`config.mk`:
```
export PLATFORM = sky130hd
export DESIGN_NAME = slow_tick_timer
export DESIGN_NICKNAME = d
export VERILOG_FILES = /design/src/rtl/timer_pkg.sv /design/src/rtl/slow_tick_timer_edge_sync.sv /design/src/rtl/slow_tick_timer.sv
export SDC_FILE = /design/constraint.sdc
export NUM_CORES = 1
export LEC_CHECK = 0
export BUFFER_PORTS_ARGS = -buffer_cell sky130_fd_sc_hd__buf_4
export CAP_MARGIN = 20
export CORE_MARGIN = 1.5
export CORE_UTILIZATION = 53
export CTS_CLUSTER_DIAMETER = 150
export CTS_CLUSTER_SIZE = 16
export DETAILED_ROUTE_END_ITERATION = 10
export PLACE_DENSITY_LB_ADDON = 0.25
export SYNTH_ARGS = -nofsm -noshare
export SYNTH_HDL_FRONTEND = slang
export SYNTH_SLANG_ARGS = --single-unit
export TNS_END_PERCENT = 100
```
`constraint.sdc`:
```
create_clock -name clk -period 3.3 [get_ports clk]
set_input_delay 0.33 -clock clk [delete_from_list [all_inputs] [get_ports clk]]
set_output_delay 0.33 -clock clk [all_outputs]
set_load 0.05 [all_outputs]
```
`src/rtl/timer_pkg.sv`:
```
// Shared state encoding and default sizing for the slow tick timer.
package timer_pkg;

   localparam logic [1:0] ST_IDLE = 2'd0;
   localparam logic [1:0] ST_RUN  = 2'd1;
   localparam logic [1:0] ST_HALT = 2'd2;

   localparam int DEF_WIDTH = 32;

   typedef enum logic [1:0] {
      S_IDLE = ST_IDLE,
      S_RUN  = ST_RUN,
      S_HALT = ST_HALT
   } tmr_state_e;

endpackage

```
`src/rtl/slow_tick_timer_edge_sync.sv`:
```
// Synchronises an asynchronous level and emits a registered one-cycle pulse per rising edge.
module edge_sync #(
   parameter int SYNC_STAGES = 2
) (
   input  logic clk,
   input  logic rst_n,
   input  logic async_in,
   output logic rise_pulse
);

   logic [SYNC_STAGES-1:0] sync_q;
   logic                   prev_q;

   // All history resets high so a level already high at reset is not seen as an edge.
   always_ff @(posedge clk) begin
      if (!rst_n) begin
         sync_q     <= '1;
         prev_q     <= 1'b1;
         rise_pulse <= 1'b0;
      end else begin
         sync_q     <= {sync_q[SYNC_STAGES-2:0], async_in};
         prev_q     <= sync_q[SYNC_STAGES-1];
         rise_pulse <= sync_q[SYNC_STAGES-1] & ~prev_q;
      end
   end

endmodule

```
`src/rtl/slow_tick_timer.sv`:
```
// Counts synchronised slow-clock ticks and raises a compare-match interrupt
// in periodic (auto-reload) or one-shot mode, with sticky overflow/missed flags.
module slow_tick_timer
   import timer_pkg::*;
#(
   parameter int WIDTH       = DEF_WIDTH,
   parameter int SYNC_STAGES = 2
) (
   input  logic             clk,
   input  logic             rst_n,
   input  logic             sclk_in,
   input  logic             en,
   input  logic             load,
   input  logic [WIDTH-1:0] load_val,
   input  logic [WIDTH-1:0] cmp_val,
   input  logic             auto_reload,
   input  logic             irq_ack,
   output logic             tick,
   output logic [WIDTH-1:0] count,
   output logic             irq,
   output logic             overflow,
   output logic             missed,
   output logic [1:0]       state
);

   tmr_state_e st_q;
   logic       match;

   edge_sync #(.SYNC_STAGES(SYNC_STAGES)) u_edge_sync (
      .clk        (clk),
      .rst_n      (rst_n),
      .async_in   (sclk_in),
      .rise_pulse (tick)
   );

   // A load in the same cycle swallows the tick, so it can never match.
   always_comb begin
      match = 1'b0;
      if (en && (st_q == S_RUN) && tick && !load && (count == cmp_val))
         match = 1'b1;
   end

   always_ff @(posedge clk) begin
      if (!rst_n) begin
         st_q     <= S_IDLE;
         count    <= '0;
         irq      <= 1'b0;
         overflow <= 1'b0;
         missed   <= 1'b0;
      end else begin
         if (match) begin
            irq <= 1'b1;
            if (irq && !irq_ack)
               missed <= 1'b1;
         end else if (irq_ack) begin
            irq <= 1'b0;
         end

         if (load) begin
            count    <= load_val;
            overflow <= 1'b0;
            missed   <= 1'b0;
         end

         if (!en) begin
            st_q <= S_IDLE;
         end else begin
            case (st_q)
               S_IDLE: if (!load) st_q <= S_RUN;
               S_RUN: begin
                  if (tick && !load) begin
                     if (count == cmp_val) begin
                        if (auto_reload) count <= '0;
                        else             st_q  <= S_HALT;
                     end else begin
                        count <= count + 1'b1;
                        if (&count) overflow <= 1'b1;
                     end
                  end
               end
               S_HALT: if (load) st_q <= S_RUN;
               default: st_q <= S_IDLE;
            endcase
         end
      end
   end

   assign state = st_q;

endmodule

```
==> Flow_metrics.wiki <==
{| class="wikitable"
! Metric !! Value
|-
| Total overflow reported by the global router || 0
|-
| CP Max Fanout || 14
|-
| Slowest CP cell || sky130_fd_sc_hd__dfxtp_1
|-
| Worst slew margin relative to its limit || between 40 and 50%
|-
| Post-placement worst setup slack || 806.6 ps
|-
| Register area || between 800 and 900 um^2
|-
| Most common flop cell mapped by yosys || sky130_fd_sc_hd__dfxtp_1
|-
| I/O pin count || approximately 110
|-
| Die Y-Extent || 76.34 um
|-
| Setup Viol. Count Final || 0
|-
| Sequential area share after synthesis || roughly 29%
|-
| Clk Latency, worst-skew pair || between 200 and 300 ps
|-
| H-tree lvl count || 2
|-
| Pin count of the biggest net entering global routing || 21
|-
| CP Data Arrival Time || 2770 ps
|-
| Starting utilization of the core area || roughly 55%
|-
| Syn_area_per_cell || 8.611 um^2
|-
| Die boundary width || about 76 um
|-
| Yosys top cell by area || sky130_fd_sc_hd__dfxtp_1
|-
| Clock tree from TritonCTS || done
|-
| Antenna cells || 0
|-
| Final net count || approximately 500
|-
| Aggregate routed wire length || between 8 and 9 mm
|-
| Growth of design area from synthesis to finish || 31.21%
|-
| Post-CTS sizing || 0
|-
| Root buf cell || sky130_fd_sc_hd__clkbuf_8
|-
| Vias in the first global route || ~2,900
|-
| Maximum operating frequency || approximately 400 MHz
|-
| Number of distinct library cells after synthesis || 55
|-
| Peak ir drop on the vdd network || around 0.23 mV
|-
| Final core utilization || 72.76%
|-
| Number of port buffers || roughly 110
|-
| Fraction of registers with async set or reset after synthesis || 0%
|-
| Crit end category || register
|-
| Maximum Capacitance Violations || 0
|-
| Class of the tightest hold or removal check || input pin to register
|-
| Detailed placement HPWL || 6.231 mm
|-
| Routed length per placed instance || ~17 um
|-
| Post-cts hold buffer count || 0
|-
| Number of filler instances in the final layout || between 400 and 500
|-
| Fraction of layout instances using a drive strength above 1 || 33.26%
|-
| Final critical-path setup slack || ~770 ps
|-
| Synthesized Nets || 403
|-
| Layout Skew || a little under 5 ps
|-
| RSZ-0062 raised after global routing || false
|-
| Slowest cell delay on critical path || ~520 ps
|-
| Antenna Violating Nets Remaining || 0
|-
| Total Die Area || between 5000 and 6000 um^2
|-
| Number of buffers inserted to repair setup after CTS || 0
|-
| Clock-pin transition on the worst setup and hold timing paths || ~80 ps
|-
| Pleak || about 0.0015 uW
|-
| Routed via count divided by cell count || roughly 6
|-
| First-pass iteration count of the detailed router || 5
|-
| Clock buffers created by TritonCTS || 5
|-
| Final-layout setup total negative slack || 0 ps
|-
| Shortest period the worst path allows || 2529 ps
|-
| Share of the clock period used by the worst path after layout || between 70% and 80%
|-
| Routability Congestion || 0.8248
|-
| Worst-path cell chain || xor2_1 -> nor4_1 -> nand4_2 -> nor4_4 -> buf_4 -> or2_1 -> a221o_1
|-
| Least-Margin Pin Slew || about 800 ps
|-
| Final Max Slew Viols || 0
|-
| Number of warnings issued by yosys || 0
|-
| Most used standard cell by instance count after synthesis || sky130_fd_sc_hd__dfxtp_1
|-
| Area taken by multi-input logic gates || about 1800 um^2
|-
| Hold Vio Cnt, Final || 0
|-
| Via count of the routed design || around 3,000
|-
| Total number of clock tree sinks || just over 40
|-
| Clock tree buffer depth || 2
|-
| Area fraction of the dominant cell type after synthesis || between 20% and 30%
|-
| Total placed instance area || 3638 um^2
|-
| Crit path buffers/inverters || 1
|-
| PD cells || about 340 nW/um^2
|-
| Row Count || 26
|-
| Outcome || finished clean
|-
| Starting DRT DRC Count || approximately 280
|-
| Register bit total from synthesis || approximately 40
|-
| Antenna violations before repair || 0
|-
| Mapped Area || roughly 2900 um^2
|-
| Core box area || 5140 um^2
|-
| Critical path type || register to register
|-
| Top Family by Delay on Critical Path || simple AND/OR/NAND/NOR gates
|-
| Critical path launch point type || register
|-
| Overall fraction of global-route tracks in use || around 30%
|-
| Residual DRC count || 0
|-
| Post-synth EDFFs || 0
|-
| Wire length of the first global-routing pass || roughly 14 mm
|-
| Final Cell Area || about 3700 um^2
|-
| Required time at the worst-slack endpoint || 3540 ps
|-
| Top cell types by occurrence after synthesis || sky130_fd_sc_hd__dfxtp_1 (41), sky130_fd_sc_hd__nand2_1 (32), sky130_fd_sc_hd__xor2_1 (28), sky130_fd_sc_hd__o21ai_0 (19), sky130_fd_sc_hd__a21oi_1 (17)
|-
| Synthesized instance count || around 330
|-
| Cells taking the most area after synthesis || sky130_fd_sc_hd__dfxtp_1 (29%), sky130_fd_sc_hd__xor2_1 (8.6%), sky130_fd_sc_hd__nor4_4 (5.2%)
|}
## area by class of cell
type                       count  area share, %
timing repair buffer         112          22.48
clock buffer                   7          2.576
clock inverter                 1         0.1338
sequential                    41          21.95
inverter                      14          1.405
multi-input combinational    255          49.11
tap                           70          2.342
## final timing paths
kind                                                    start  slack (ps)                                end  depth (start not counted)
worst max-delay path                     count[18]$_SDFF_PN0_         770                count[8]$_SDFF_PN0_                          7
worst min-delay path                                  sclk_in         220   u_edge_sync.sync_q[0]$_SDFF_PN1_                          2
worst max register to register           count[18]$_SDFF_PN0_         770                count[8]$_SDFF_PN0_                          7
worst min register to register  u_edge_sync.prev_q$_SDFF_PN1_         390  u_edge_sync.rise_pulse$_SDFF_PN0_                          1
## metal layers
metal  global-route usage, %  vias to the layer above  wire, um
met5                       0                        -         0
met4                   13.33                        0       263
met3                   4.910                       26       660
met2                   47.95                      162      3987
met1                   37.40                     1407      3403
li1                        -                     1419         -
## power breakdown
part           leakage, uW  internal (uW)  total (uW)  switching (uW)
Combinational      0.00116            140         325             185
Sequential        0.000337            520         571            51.2
Clock            0.0000542            189         371             182
Total              0.00155            849        1270             418
## layout by cell type (no fill, tap or decap), drive strengths merged, types with 4 or more instances in the layout
master  instances
buf           112
dfxtp          41
nand2          32
xor2           32
o21ai          22
a21oi          17
inv            14
nand3          14
a221o          14
nor2           13
a211oi         10
nor4           10
nand4          10
or3             9
clkbuf          7
nor3            6
or2             6
nand2b          5
o31a            5
or4             4
o31ai           4
## stage by stage
step	power, uW	cells	hold WS (ps)
global route	1314	500	220.7
CTS	1266	500	221.1
global placement	898.4	492	370.9
finish	1267	500	221.9
floorplan	773.3	331	367.0
detailed placement	905.2	492	375.3
## flip-flops by register name, indices dropped and copies added (netlist names)
signal	cells
count	32
state	2
u_edge_sync.sync_q	2
irq	1
missed	1
overflow	1
u_edge_sync.prev_q	1
u_edge_sync.rise_pulse	1
## cell families (layout without fill, tap and decap cells)
| logic type | count (synthesis) | in the layout | share of synthesized area (%) |
|---|---|---|---|
| buffers and inverters | 35 | 134 | 6.760 |
| AO/OA/AOI/OAI | 91 | 91 | 22.48 |
| multiplexers | 3 | 3 | 1.054 |
| adder cells (fa/ha/maj) | 1 | 1 | 0.4389 |
| XOR/XNOR | 35 | 35 | 11.81 |
| flip-flops | 41 | 41 | 28.80 |
| AND/OR/NAND/NOR | 125 | 125 | 28.67 |
No activity file was read; power rests on OpenSTA's default activity.
